--- config.mk ---
export PLATFORM = sky130hd
export DESIGN_NAME = uart_rx_word
export DESIGN_NICKNAME = d
export VERILOG_FILES = /design/src/rtl/uart_rx_word.sv
export SDC_FILE = /design/constraint.sdc
export NUM_CORES = 1
export LEC_CHECK = 0
export BUFFER_PORTS_ARGS = -buffer_cell sky130_fd_sc_hd__buf_2
export CORE_AREA = 2 2 108 110
export CTS_BUF_LIST = sky130_fd_sc_hd__clkbuf_8
export DETAILED_ROUTE_END_ITERATION = 8
export DIE_AREA = 0 0 110 112
export PLACE_DENSITY_LB_ADDON = 0.25
export SYNTH_ARGS = -nofsm -noshare
export SYNTH_HDL_FRONTEND = slang
export SYNTH_SLANG_ARGS = --single-unit
--- constraint.sdc ---
create_clock -name clk -period 2.2 [get_ports clk]
set_input_delay 0.33 -clock clk [delete_from_list [all_inputs] [get_ports clk]]
set_output_delay 0.33 -clock clk [all_outputs]
set_load 0.005 [all_outputs]
--- src/rtl/uart_rx_word.sv ---
// 8N1 UART receiver packing BYTES_PER_WORD bytes LSB-first into one word.
// Define UART_RX_PARITY_EN to expect one even-parity bit after the data bits.
module uart_rx_word #(
  parameter int BIT_WIDTH      = 32,
  parameter int CLKS_PER_BIT   = 434,
  parameter int BYTES_PER_WORD = BIT_WIDTH / 8
) (
  input  logic                 clk,
  input  logic                 rst,
  input  logic                 rx_serial,
  output logic [BIT_WIDTH-1:0] UART_DATA,
  output logic                 W_UART,
  output logic                 frame_err,
  output logic                 parity_err,
  output logic                 busy
);

  localparam int CW  = $clog2(CLKS_PER_BIT);
  localparam int BCW = (BYTES_PER_WORD > 1) ? $clog2(BYTES_PER_WORD) : 1;
  localparam logic [CW-1:0]  HALF = CW'(CLKS_PER_BIT / 2 - 1);
  localparam logic [CW-1:0]  FULL = CW'(CLKS_PER_BIT - 1);
  localparam logic [BCW-1:0] LAST = BCW'(BYTES_PER_WORD - 1);

  typedef enum logic [2:0] {
    S_IDLE,
    S_START,
    S_DATA,
`ifdef UART_RX_PARITY_EN
    S_PARITY,
`endif
    S_STOP,
    S_RECOVER
  } state_t;

  state_t               r_state;
  state_t               w_state_nxt;
  logic                 r_rx_meta;
  logic                 r_rx_s;
  logic [CW-1:0]        r_baud;
  logic [2:0]           r_bit_cnt;
  logic [7:0]           r_shift;
  logic [BCW-1:0]       r_byte_cnt;
  logic [BIT_WIDTH-1:0] r_word;
  logic [BIT_WIDTH-1:0] w_word_ins;
  logic                 w_tick;
  logic                 w_ld_half;
  logic                 w_ld_full;
  logic                 w_go_data;
  logic                 w_shift;
  logic                 w_accept;
  logic                 w_ferr;
  logic                 w_drop;
`ifdef UART_RX_PARITY_EN
  logic                 w_perr;
  logic                 r_drop;
  assign w_drop = r_drop;
`else
  assign w_drop     = 1'b0;
  assign parity_err = 1'b0;
`endif

  assign w_tick = (r_baud == '0);
  assign busy   = (r_state != S_IDLE) || (r_byte_cnt != '0);

  always_comb begin
    w_word_ins = r_word;
    w_word_ins[{r_byte_cnt, 3'b000} +: 8] = r_shift;
  end

  always_ff @(posedge clk or negedge rst) begin
    if (!rst) r_state <= S_IDLE;
    else      r_state <= w_state_nxt;
  end

  always_comb begin
    w_state_nxt = r_state;
    w_ld_half   = 1'b0;
    w_ld_full   = 1'b0;
    w_go_data   = 1'b0;
    w_shift     = 1'b0;
    w_accept    = 1'b0;
    w_ferr      = 1'b0;
`ifdef UART_RX_PARITY_EN
    w_perr      = 1'b0;
`endif
    unique case (r_state)
      S_IDLE: if (!r_rx_s) begin
        w_state_nxt = S_START;
        w_ld_half   = 1'b1;
      end
      S_START: if (w_tick) begin
        if (r_rx_s) begin
          w_state_nxt = S_IDLE;
        end else begin
          w_state_nxt = S_DATA;
          w_ld_full   = 1'b1;
          w_go_data   = 1'b1;
        end
      end
      S_DATA: if (w_tick) begin
        w_shift   = 1'b1;
        w_ld_full = 1'b1;
        if (r_bit_cnt == 3'd7) begin
`ifdef UART_RX_PARITY_EN
          w_state_nxt = S_PARITY;
`else
          w_state_nxt = S_STOP;
`endif
        end
      end
`ifdef UART_RX_PARITY_EN
      S_PARITY: if (w_tick) begin
        w_ld_full   = 1'b1;
        w_state_nxt = S_STOP;
        w_perr      = ^{r_shift, r_rx_s};
      end
`endif
      S_STOP: if (w_tick) begin
        if (r_rx_s) begin
          w_accept    = !w_drop;
          w_state_nxt = S_IDLE;
        end else begin
          w_ferr      = 1'b1;
          w_ld_full   = 1'b1;
          w_state_nxt = S_RECOVER;
        end
      end
      S_RECOVER: begin
        // Line must stay high for a whole bit before re-arming.
        if (!r_rx_s)     w_ld_full   = 1'b1;
        else if (w_tick) w_state_nxt = S_IDLE;
      end
      default: w_state_nxt = S_IDLE;
    endcase
  end

  always_ff @(posedge clk or negedge rst) begin
    if (!rst) begin
      r_rx_meta  <= 1'b1;
      r_rx_s     <= 1'b1;
      r_baud     <= '0;
      r_bit_cnt  <= '0;
      r_shift    <= '0;
      r_byte_cnt <= '0;
      r_word     <= '0;
      UART_DATA  <= '0;
      W_UART     <= 1'b0;
      frame_err  <= 1'b0;
`ifdef UART_RX_PARITY_EN
      parity_err <= 1'b0;
      r_drop     <= 1'b0;
`endif
    end else begin
      r_rx_meta <= rx_serial;
      r_rx_s    <= r_rx_meta;
      W_UART    <= 1'b0;
      frame_err <= 1'b0;
      if (w_ld_half)         r_baud <= HALF;
      else if (w_ld_full)    r_baud <= FULL;
      else if (r_baud != '0) r_baud <= r_baud - 1'b1;
      if (w_go_data) r_bit_cnt <= '0;
      if (w_shift) begin
        r_shift   <= {r_rx_s, r_shift[7:1]};
        r_bit_cnt <= r_bit_cnt + 1'b1;
      end
      if (w_accept) begin
        if (r_byte_cnt == LAST) begin
          UART_DATA  <= w_word_ins;
          W_UART     <= 1'b1;
          r_byte_cnt <= '0;
          r_word     <= '0;
        end else begin
          r_word     <= w_word_ins;
          r_byte_cnt <= r_byte_cnt + 1'b1;
        end
      end
      if (w_ferr) begin
        frame_err  <= 1'b1;
        r_byte_cnt <= '0;
        r_word     <= '0;
      end
`ifdef UART_RX_PARITY_EN
      parity_err <= 1'b0;
      if (w_perr) begin
        parity_err <= 1'b1;
        r_byte_cnt <= '0;
        r_word     <= '0;
        r_drop     <= 1'b1;
      end else if (r_state == S_IDLE) begin
        r_drop <= 1'b0;
      end
`endif
    end
  end

endmodule
[Yosys cells after proc, flatten, opt, wreduce, memory -nomap -nowiden]
Cells that the tools add are included.
Word-level totals
  flip-flop bits (word level): 93
  input port bits: 3
  output and inout bits: 36
  word-level logic and storage cells: 78
Cells by class
  add/subtract/negate cells: 4
  equality and inequality tests: 13
  shift-type cells: 2
  mux-type cells: 36
  reduce and logical (&&, ||, !) cells: 12
Operators by type and width (count)
  $mux W32: 3
  $bwmux W32: 1
  $shift A8 B7 Y32 const A: 1
  $shiftx A8 B7 Y32: 1
  $mux W3: 10
  $mux W9: 3
  $pmux W3 S5: 1
  $ne A2 B2 Y1 const B: 7
  $mux W1: 13
  $logic_not A9 Y1: 1
  $reduce_bool A9 Y1: 1
  $sub A9 B1 Y9 const B: 1
  $mux W2: 4
  $neg A5 Y7: 1
  $reduce_and A7 Y1: 1
  $eq A3 B2 Y1 const B: 2
  $eq A3 B3 Y1 const B: 2
  $reduce_bool A2 Y1: 3
  $reduce_bool A3 Y1: 2
  $add A3 B1 Y3 const B: 1
  $eq A3 B1 Y1 const B: 1
  $logic_not A3 Y1: 1
  $pmux W1 S3: 1
  $add A2 B1 Y2 const B: 1
  other kinds (4): 4

[Longest topological paths before layout]
Gate-level depths: netlist of run 1.
  depth in word-level cells: 6
  depth in mapped cells: 8
  mapped depth without buffers: 6

[Least setup slack after synthesis of run 1]
Ideal clock, no wire load.
  kind: register to register
  from: reg r_byte_cnt[0]
  to: reg r_word[10]
  setup time: 0.066 ns
  arrival time: 2.035 ns
  data required time: 2.134 ns
  setup slack: 0.099 ns
  stages on the path, launching flop included: 7
  path buffers: 0
  period minus slack after synthesis: 2.101 ns
  cell sequence: dfrtp_1 > inv_1 > ha_1 > nand2_1 > nor3_1 > nor3b_4 > a22o_1
On the way
  word-level cells in the longest chain between the ends: 6
  elaborated cells on any way between the ends: 8
  those cells by class: 1 x add/sub; 1 x eq/ne; 2 x shift; 4 x mux
Ends and longest elaborated chain
  start: declaration: line 42  | logic [BCW-1:0] r_byte_cnt;
  start signal: assignment: line 174  | r_byte_cnt <= r_byte_cnt + 1'b1;
  $neg A5 Y7: line 67  | w_word_ins[{r_byte_cnt, 3'b000} +: 8] = r_shift;
  $shiftx A8 B7 Y32 or $shift A8 B7 Y32 (tied branches): line 67
  $bwmux W32: line 67
  $mux W32 *: line 167  | if (r_byte_cnt == LAST) begin
  $mux W32 *: line 166  | if (w_accept) begin
  $mux W32 *: line 177  | if (w_ferr) begin
  end signal: assignment: line 173  | r_word <= w_word_ins;
  end: declaration: line 43  | logic [BIT_WIDTH-1:0] r_word;
Mark *: on every way between the ends. The rest lies on a longest branch, timed or not. The select of a mux whose other input is x is not followed.
A chain may end at the register's enable or synchronous reset.

[Worst setup path after layout of run 1]
  from: reg r_baud[0]
  to: reg r_shift[1]
On the way
  word-level cells in the longest chain between the ends: 3
Ends and longest elaborated chain
  start: declaration: line 39  | logic [CW-1:0] r_baud;
  start signal: assignment: line 160  | else if (r_baud != '0) r_baud <= r_baud - 1'b1;
  $logic_not A9 Y1: line 62  | assign w_tick = (r_baud == '0);
  $mux W1: line 100  | S_DATA: if (w_tick) begin
  $mux W1: line 86  | unique case (r_state)
  end signal: assignment: line 163  | r_shift <= {r_rx_s, r_shift[7:1]};
  end: declaration: line 41  | logic [7:0] r_shift;
Every way passes these cells.

==> results of run 1 <==
worst paths after layout:
check	end	from	depth (start not counted)	slack [ns]
max in group asynchronous	UART_DATA[25]$_DFFE_PN0P_	rst	3	1.12
hold reg to reg	r_rx_s$_DFF_PN1_	r_rx_meta$_DFF_PN1_	0	0.36
min in group asynchronous	UART_DATA[12]$_DFFE_PN0P_	rst	2	0.45
setup reg to reg	r_shift[1]$_DFFE_PN0P_	r_baud[0]$_DFFE_PN0P_	7	0.12
setup / recovery	r_shift[1]$_DFFE_PN0P_	r_baud[0]$_DFFE_PN0P_	7	0.12
hold / removal	r_rx_meta$_DFF_PN1_	rx_serial	1	0.05
what timing repair did:
item / 4_1_cts / 5_1_grt
pin swaps: 0 / 2
endpoints found under the hold margin: 29 / 0
hold buffers: 1 / 0
gates resized for setup: 1 / 1
endpoints found under the setup margin: 7 / 8
setup buffers: 0 / 1
per-layer routing:
metal / track usage / up-vias / routed length (um)
met1: 0.235 / 1614 / 4570
met3: 0.0299 / 14 / 336
met2: 0.266 / 58 / 4670
met4: 0.0734 / 0 / 187
li1: - / 1552 / -
met5: 0 / - / 0
power groups by stage:
stage,Sequential [uW],Combinational (uW),Clock [uW]
after floorplan,1930,344,0
after global placement,1940,501,0
after detailed placement,1950,511,0
after CTS,1920,514,1080
after global routing,1930,568,1140
final,1920,509,1010
logic make-up (layout without fill, tap and decap cells):
| group | Yosys count | count (layout) | synth area share |
|---|---|---|---|
| mux | 10 | 10 | 0.0310 |
| fa+ha+maj | 9 | 9 | 0.0256 |
| compound gates | 157 | 157 | 0.222 |
| other cells | 1 | 1 | 0.000852 |
| simple gates | 99 | 99 | 0.154 |
| buf+inv | 38 | 83 | 0.0367 |
| flops | 93 | 93 | 0.530 |
cell usage after synthesis, types with 2 or more instances:
cell type	count
dfrtp_1	91
o21ai_0	68
a21oi_1	37
a22o_1	34
nor2b_1	34
clkbuf_1	15
nand2_1	13
nor3_1	11
buf_1	10
ha_1	9
mux2_4	7
nor2_1	7
buf_2	6
inv_1	5
nand3_1	4
nor3b_4	4
o21bai_2	4
nor3b_1	3
or3_1	3
dfstp_2	2
mux2i_1	2
nand2b_1	2
nor4bb_1	2
o211ai_1	2
o21a_1	2
or4_1	2
worst max-delay path: stages, from the launching register on:
cell and delay (ns):
dfrtp_1 0.39, inv_1 0.10, ha_1 0.22, nor4b_4 0.23, buf_4 0.19, nand2_4 0.08
or3_4 0.43, mux2_4 0.32
state kept, by name (all words and copies together), names as in the netlist:
| register | count |
|---|---|
| r_bit_cnt | 3 |
| frame_err | 1 |
| r_shift | 8 |
| r_state | 3 |
| r_rx_s | 1 |
| UART_DATA | 32 |
| W_UART | 1 |
| r_baud | 9 |
| r_rx_meta | 1 |
| r_word | 32 |
| r_byte_cnt | 2 |
per-stage QoR:
stage                util  worst slack [ns]
CTS                 0.447            0.0870
global route        0.448            0.0256
floorplan               -            0.0990
global placement    0.431            0.0263
detailed placement  0.431           -0.0317
finish              0.448             0.117
area by class of cell:
cell class,instances,area [um2]
Fill cell,1040,6170
Sequential cell,93,2330
Multi-Input combinational cell,276,1910
Timing Repair Buffer,63,402
Tap cell,143,179
Clock buffer,10,138
Clock inverter,5,28.8
Inverter,5,18.8
==> flow_metrics.py, run 1 <==
metrics = {
    "yosys": {
        "yosysTopAreaCellShare": 0.518,
        "synthArstFlopShare": 1.00,
        "synth_area_leaders": "dfrtp_1 52%, o21ai_0 7.7%, a22o_1 6.8%, nor2b_1 4.8%, a21oi_1 4.2%",
        "yosysWarnings": 0,
        "yosysSeqAreaShare": 0.530,
        "syn_inst": 407,
        "synth.largest_area_cell": "dfrtp_1",
        "yosys_most_used_dff": "dfrtp_1",
        "netlist_area_mm2": 0.00440,
        "synth_edf_count": 0,
        "ys_ff_latch": 93,
        "syn-num-nets": 419,
        "ys_types": 54,
        "syn_area_per_cell_um2": 10.8,
    },
    "placed_design": {
        "dpl_cell_area_mm2": 0.00482,
        "gp_congestion": 0.825,
        "place.port_buffers": 37,
        "dp_cells": 578,
        "place_hpwl_um": 6620,
    },
    "routing": {
        "vias": 3238,
        "wl_per_cell_um": 16.4,
        "drtIter0Drc": 213,
        "ant_nets": 0,
        "post_drt_via_cell_ratio": 5.44,
        "routed_wl_um": 9760,
        "drc": 0,
        "drt_pre_antenna_iters": 4,
    },
    "power": {
        "power_density_mw_per_mm2": 687,
        "switchingPower_uw": 985,
        "p_leak_uw": 0.00240,
        "pwr-share-clk": 0.295,
        "p_total_uw": 3440,
        "internal_power_uw": 2450,
        "p_sw_frac": 0.286,
        "combPwrFrac": 0.148,
        "p_seq_frac": 0.557,
        "max-vdd-ir-drop_v": 0.000528,
    },
    "finish": {
        "layout.cells.non_filler": 595,
        "final_common_cell": "dfrtp_1",
        "area_delta_synth_final_pct": 13.9,
        "finalInstanceArea_mm2": 0.00501,
        "n_antenna_cell": 0,
        "final_net_count": 460,
        "drive_gt1_frac": 0.226,
        "mostFrequentLayoutCells": "91 x dfrtp_1, 68 x o21ai_0, 37 x a21oi_1, 36 x buf_2",
    },
    "sta": {
        "fin_crit_sh": 0.947,
        "setup_viol": 0,
        "slew-limit-headroom": 0.640,
        "fin_tns_setup_ns": 0,
        "slew_violations": 0,
        "fin_hold_ws_ns": 0.0500,
        "fin_crit_ns": 2.08,
        "hold_viol": 0,
        "skew_ns": 0.0149,
        "fmax_mhz": 480,
        "rsz0062_at_grt": "false",
        "worst_pin_slew_ns": 0.540,
    },
    "worst_setup_path": {
        "crit_fanout": 9,
        "cp-start-kind": "flop",
        "arrival_ns": 2.33,
        "cp.required_ns": 2.45,
        "path_class": "reg2reg",
        "cp-end-kind": "flop",
    },
    "global_route": {
        "grt_max_degree": 39,
        "first_global_vias": 3189,
        "grt_use_total": 0.172,
        "grt_pass1_wl_um": 16400,
        "grt.overflow.total": 0,
        "antenna_found_initial": 0,
    },
    "floorplanning": {
        "die_h_um": 112,
        "core_area_mm2": 0.0112,
        "pin_count": 39,
        "fp-row-count": 39,
        "dieArea_mm2": 0.0123,
        "dieWidth_um": 110,
        "initial_core_util": 0.394,
    },
    "clock_tree": {
        "clk_pin_slew_worst_paths_ns": 0.09,
        "clockBufferDepth": 2,
        "h-tree-depth": 3,
        "numCtsBuffers": 9,
        "clockRootBuffer": "clkbuf_8",
        "cts.sinks": 93,
        "cts_tree": "built",
        "worst_skew_pair.late_latency_ns": 0.37,
    },
    "flow_run": {
        "cap_violations": 0,
    },
    "status": {
        "status": "completed",
    },
    "min_path": {
        "min_path_type": "in2reg",
    },
}
No activity file was read; power rests on OpenSTA's default activity.
==> inputs of run 2 (changes only) <==
CELL_PAD_IN_SITES_DETAIL_PLACEMENT = 0   (was not set)
CELL_PAD_IN_SITES_GLOBAL_PLACEMENT = 1   (was not set)
==> run 2 against run 1 <==
Register-to-register slack hardly changed. Via count is 0.43% higher. Clock-buffer cell count is 1 lower. Clock skew is 0.0071 ns lower. Non-clock buffer count is 5 higher. First-iteration DRC count is 8.9% lower. Final cell count is 1.0% higher. Clock power is 5% higher. Worst hold slack worse by 0.0033 ns. Sequential share of layout area is 0.78 points lower. Largest cell class unchanged.
==> flow_metrics.py, run 2 (synthesis results as in run 1) <==
metrics = {
    "finish": {
        "layout.cells.non_filler": 601,
        "mostFrequentLayoutCells": "91 x dfrtp_1, 68 x o21ai_0, 37 x a21oi_1, 36 x buf_2",
        "final_util": 0.456,
        "final_common_cell": "dfrtp_1",
        "fillerInstances": 1111,
        "drive_gt1_frac": 0.242,
        "final_net_count": 465,
        "reg_top3": "UART_DATA: 32 flops, r_word: 32 flops, r_baud: 9 flops",
        "n_antenna_cell": 0,
        "area_delta_synth_final_pct": 15.8,
        "final-seq-area_mm2": 0.00233,
        "multi_input_area_mm2": 0.00192,
    },
    "power": {
        "power_density_mw_per_mm2": 685,
        "p_leak_uw": 0.00243,
        "pwr-share-clk": 0.303,
        "internal_power_uw": 2450,
        "p_seq_frac": 0.550,
        "p_total_uw": 3490,
        "combPwrFrac": 0.146,
        "max-vdd-ir-drop_v": 0.000465,
        "p_sw_frac": 0.298,
        "switchingPower_uw": 1040,
    },
    "sta": {
        "hold_viol": 0,
        "skew_ns": 0.00776,
        "fin_tns_setup_ns": 0,
        "worst_pin_slew_ns": 0.557,
        "fin_crit_ns": 2.09,
        "setup_viol": 0,
        "slew-limit-headroom": 0.629,
        "fmax_mhz": 478,
        "slew_violations": 0,
        "fin_crit_sh": 0.950,
    },
    "worst_setup_path": {
        "arrival_ns": 2.35,
        "endpoint": "r_shift[3]$_DFFE_PN0P_",
        "crit_fanout": 9,
        "r2r_start": "r_baud[0]$_DFFE_PN0P_",
        "startpoint": "r_baud[0]$_DFFE_PN0P_",
        "reg2reg_setup_slack_ns": 0.11,
        "cp.required_ns": 2.46,
        "cp-start-kind": "flop",
        "path_class": "reg2reg",
        "crit-reg2reg-capture": "r_shift[3]$_DFFE_PN0P_",
        "cp-end-kind": "flop",
        "r2r_cells": 7,
    },
    "flow_run": {
        "cap_violations": 0,
    },
    "floorplanning": {
        "pin_count": 39,
        "die_h_um": 112,
        "dieArea_mm2": 0.0123,
        "fp-row-count": 39,
        "core_area_mm2": 0.0112,
        "dieWidth_um": 110,
        "initial_core_util": 0.394,
    },
    "clock_tree": {
        "clockBufferDepth": 2,
        "clockRootBuffer": "clkbuf_8",
        "h-tree-depth": 3,
        "worst_skew_pair.late_latency_ns": 0.37,
        "cts_tree": "built",
        "numCtsBuffers": 9,
        "clk_pin_slew_worst_paths_ns": 0.09,
        "cts.sinks": 93,
    },
    "status": {
        "status": "completed",
    },
    "routing": {
        "wl_per_cell_um": 17.4,
        "post_drt_via_cell_ratio": 5.41,
        "vias": 3252,
        "routed_wl_um": 10500,
        "drt_pre_antenna_iters": 5,
        "ant_nets": 0,
        "drc": 0,
        "drtIter0Drc": 194,
    },
    "min_path": {
        "min_path_type": "in2reg",
    },
    "placed_design": {
        "dp_cells": 577,
        "place_hpwl_um": 6760,
        "gp_congestion": 0.755,
        "place.port_buffers": 37,
    },
    "global_route": {
        "grt_max_degree": 43,
        "grt.overflow.total": 0,
        "grt_use_total": 0.182,
        "antenna_found_initial": 0,
        "grt_pass1_wl_um": 17000,
        "first_global_vias": 3197,
    },
}
[run 2: cell type report]
type,instances,share of cell area
repair buffers,68,0.0914
clock inverters,7,0.0103
clock buffers,9,0.0243
inverters,5,0.00368
multi-input cells,276,0.378
well taps,143,0.0351
flip-flops and latches,93,0.457
[run 2: metrics by stage]
| stage | cell area [um2] | setup WS, ns | hold slack [ns] |
|---|---|---|---|
| final | 5090 | 0.110 | 0.0468 |
| after global routing | 5090 | -0.0114 | 0.0315 |
| after CTS | 5000 | 0.00108 | 0.0232 |
| after detailed placement | 4810 | -0.0442 | 0.348 |
| after global placement | 4810 | 0.0142 | 0.346 |
| after floorplan | 4400 | 0.0990 | 0.0344 |
[run 2: routing by layer]
| layer | vias up | global-route usage | wire length [um] |
|---|---|---|---|
| met5 | - | 0 | 0 |
| met4 | 0 | 0.0759 | 201 |
| met3 | 12 | 0.0263 | 290 |
| met2 | 52 | 0.276 | 4940 |
| met1 | 1626 | 0.258 | 5040 |
| li1 | 1562 | - | - |
[run 2: worst max-delay path: stages, from the launching register on]
cell,delay [ns]
dfrtp_1,0.38
inv_1,0.09
ha_2,0.21
nor4b_4,0.29
buf_4,0.18
nand2_4,0.08
or3_4,0.43
mux2_4,0.32
[run 2: how the worst min path moves through the flow]
stage                             start                  endpoint  slack, ns  cells after the start
global placement    r_rx_meta$_DFF_PN1_          r_rx_s$_DFF_PN1_       0.35                      0
CTS                           rx_serial       r_rx_meta$_DFF_PN1_       0.02                      1
global route                  rx_serial       r_rx_meta$_DFF_PN1_       0.03                      1
detailed placement  r_rx_meta$_DFF_PN1_          r_rx_s$_DFF_PN1_       0.35                      0
floorplan                           rst  UART_DATA[0]$_DFFE_PN0P_       0.03                      0
finish                        rx_serial       r_rx_meta$_DFF_PN1_       0.05                      1
[run 2: power by group through the flow]
stage	Clock, uW	Combinational, uW	Sequential (uW)
2_1_floorplan	0	344	1930
3_3_place_gp	0	499	1950
3_5_place_dp	0	503	1960
4_1_cts	1090	506	1920
5_1_grt	1180	580	1940
6_report	1060	511	1920
[run 2: timing repair]
item | CTS | global route
cloned | 0 | 1
setup buffers | 0 | 6
endpoints found under the hold margin | 40 | 0
pin swaps | 0 | 2
endpoints found under the setup margin | 7 | 73
hold buffers | 1 | 0
resized for setup | 1 | 6
==> inputs of run 3 (changes only) <==
clock period = 2.1 ns   (was 2.2 ns; I/O delays follow)
==> run 3 against run 2 <==
Register-to-register slack is essentially flat. Power grew 8.4%. Largest power group unchanged. Sequential cell count is the same. Largest cell class unchanged.
==> flow_metrics.py, run 3 (synthesis results as in run 1) <==
metrics = {
    "status": {
        "status": "completed",
    },
    "sta": {
        "slew-limit-headroom": 0.655,
        "rsz0062_at_grt": "false",
        "fin_hold_ws_ns": 0.0408,
        "fin_crit_ns": 2.00,
        "slew_violations": 0,
        "skew_ns": 0.00824,
        "hold_viol": 0,
        "setup_viol": 0,
        "worst_pin_slew_ns": 0.518,
        "fmax_mhz": 501,
        "fin_crit_sh": 0.951,
    },
    "flow_run": {
        "cap_violations": 0,
    },
    "routing": {
        "drt_pre_antenna_iters": 7,
        "wl_per_cell_um": 17.1,
        "vias": 3256,
        "routed_wl_um": 10400,
        "ant_nets": 0,
        "drc": 0,
        "post_drt_via_cell_ratio": 5.36,
        "drtIter0Drc": 172,
    },
    "clock_tree": {
        "numCtsBuffers": 9,
        "cts_tree": "built",
        "worst_skew_pair.late_latency_ns": 0.36,
        "h-tree-depth": 3,
        "clockBufferDepth": 2,
        "clockRootBuffer": "clkbuf_8",
        "clk_pin_slew_worst_paths_ns": 0.09,
        "cts.sinks": 93,
    },
    "global_route": {
        "grt_use_total": 0.178,
        "antenna_found_initial": 0,
        "grt_max_degree": 55,
        "grt.overflow.total": 0,
        "grt_pass1_wl_um": 16800,
        "first_global_vias": 3120,
    },
    "floorplanning": {
        "dieWidth_um": 110,
        "initial_core_util": 0.394,
        "pin_count": 39,
        "fp-row-count": 39,
        "dieArea_mm2": 0.0123,
        "core_area_mm2": 0.0112,
        "die_h_um": 112,
    },
    "worst_setup_path": {
        "r2r_start": "r_baud[0]$_DFFE_PN0P_",
        "r2r_cells": 7,
        "cp-start-kind": "flop",
        "crit-reg2reg-capture": "r_shift[1]$_DFFE_PN0P_",
        "crit_fanout": 8,
        "cp-end-kind": "flop",
        "crit_path_cell_trace": "inv_2 > ha_2 > nor4b_4 > buf_6 > nand2_4 > or3_4 > mux2_4",
        "reg2reg_setup_slack_ns": 0.10,
        "cp_slowest_cell": "or3_4",
        "path_class": "reg2reg",
        "cpPeakStageDelay_ns": 0.47,
        "arrival_ns": 2.24,
        "cp.required_ns": 2.35,
    },
    "min_path": {
        "min_to": "r_rx_meta$_DFF_PN1_",
        "hold_path_depth": 1,
        "min_path_type": "in2reg",
        "hold_start": "rx_serial",
    },
    "power": {
        "p_total_uw": 3780,
        "p_leak_uw": 0.00251,
        "power_density_mw_per_mm2": 731,
        "max-vdd-ir-drop_v": 0.000416,
    },
    "finish": {
        "n_antenna_cell": 0,
        "mostFrequentLayoutCells": "91 x dfrtp_1, 68 x o21ai_0, 37 x a21oi_1, 36 x buf_2",
        "area_delta_synth_final_pct": 17.7,
        "final_net_count": 471,
        "reg_top3": "UART_DATA: 32 flops, r_word: 32 flops, r_baud: 9 flops",
        "final_common_cell": "dfrtp_1",
        "drive_gt1_frac": 0.259,
    },
    "placed_design": {
        "place_hpwl_um": 6610,
        "place.port_buffers": 37,
        "gp_congestion": 0.796,
    },
}
-- run 3: final cells by class --
class                           count  area (um2)
Clock inverter                      7        66.3
Clock buffer                        9         124
Multi-Input combinational cell    276        1940
Tap cell                          143         179
Sequential cell                    93        2330
Timing Repair Buffer               74         514
Fill cell                        1096        6000
Inverter                            5        18.8
-- run 3: where the power goes --
part	internal (uW)	switching (uW)
Clock	544	635
Sequential	1880	112
Combinational	291	321
-- run 3: worst max path at each step --
stage,from,endpoint,cells past startpoint
finish,r_baud[0]$_DFFE_PN0P_,r_shift[1]$_DFFE_PN0P_,7
global route,r_baud[0]$_DFFE_PN0P_,r_shift[2]$_DFFE_PN0P_,7
CTS,r_baud[0]$_DFFE_PN0P_,r_shift[6]$_DFFE_PN0P_,8
detailed placement,r_baud[0]$_DFFE_PN0P_,r_shift[3]$_DFFE_PN0P_,7
global placement,r_baud[0]$_DFFE_PN0P_,r_shift[1]$_DFFE_PN0P_,7
floorplan,r_byte_cnt[0]$_DFFE_PN0P_,r_word[24]$_DFFE_PN0P_,5
-- run 3: metrics by stage --
| step | TNS, ns | cell area (um2) | setup WS, ns | std cells | util |
|---|---|---|---|---|---|
| after global routing | 0 | 5180 | 0.0108 | 607 | 0.463 |
| after global placement | 0 | 4850 | 0.0125 | 582 | 0.434 |
| after CTS | 0 | 5060 | 0.0169 | 599 | 0.452 |
| after detailed placement | -0.263 | 4850 | -0.0398 | 582 | 0.434 |
| after floorplan | 0 | 4400 | 0.0498 | 407 | - |
| final | 0 | 5180 | 0.104 | 607 | 0.463 |
-- run 3: critical path, delay by kind of cell (launching register included) --
kind                       cells  cell delay [ns]
adders and majority gates      1             0.17
buffers and inverters          2             0.24
DFF                            1             0.40
muxes                          1             0.32
and+or+nand+nor                3             0.75
-- run 3: timing repair --
item	CTS	global route
hold endpoints to repair	6	0
gates cloned	0	1
setup buffers	0	7
endpoints found under the setup margin	7	40
resized for setup	1	10
hold buffers	1	0
pin swaps	0	6
-- run 3: metal layers --
metal | GRT usage | up-vias | part of all wire
met3 | 0.0369 | 8 | 0.031
li1 | - | 1586 | -
met5 | 0 | - | 0
met1 | 0.256 | 1602 | 0.48
met2 | 0.270 | 60 | 0.47
met4 | 0.0557 | 0 | 0.014
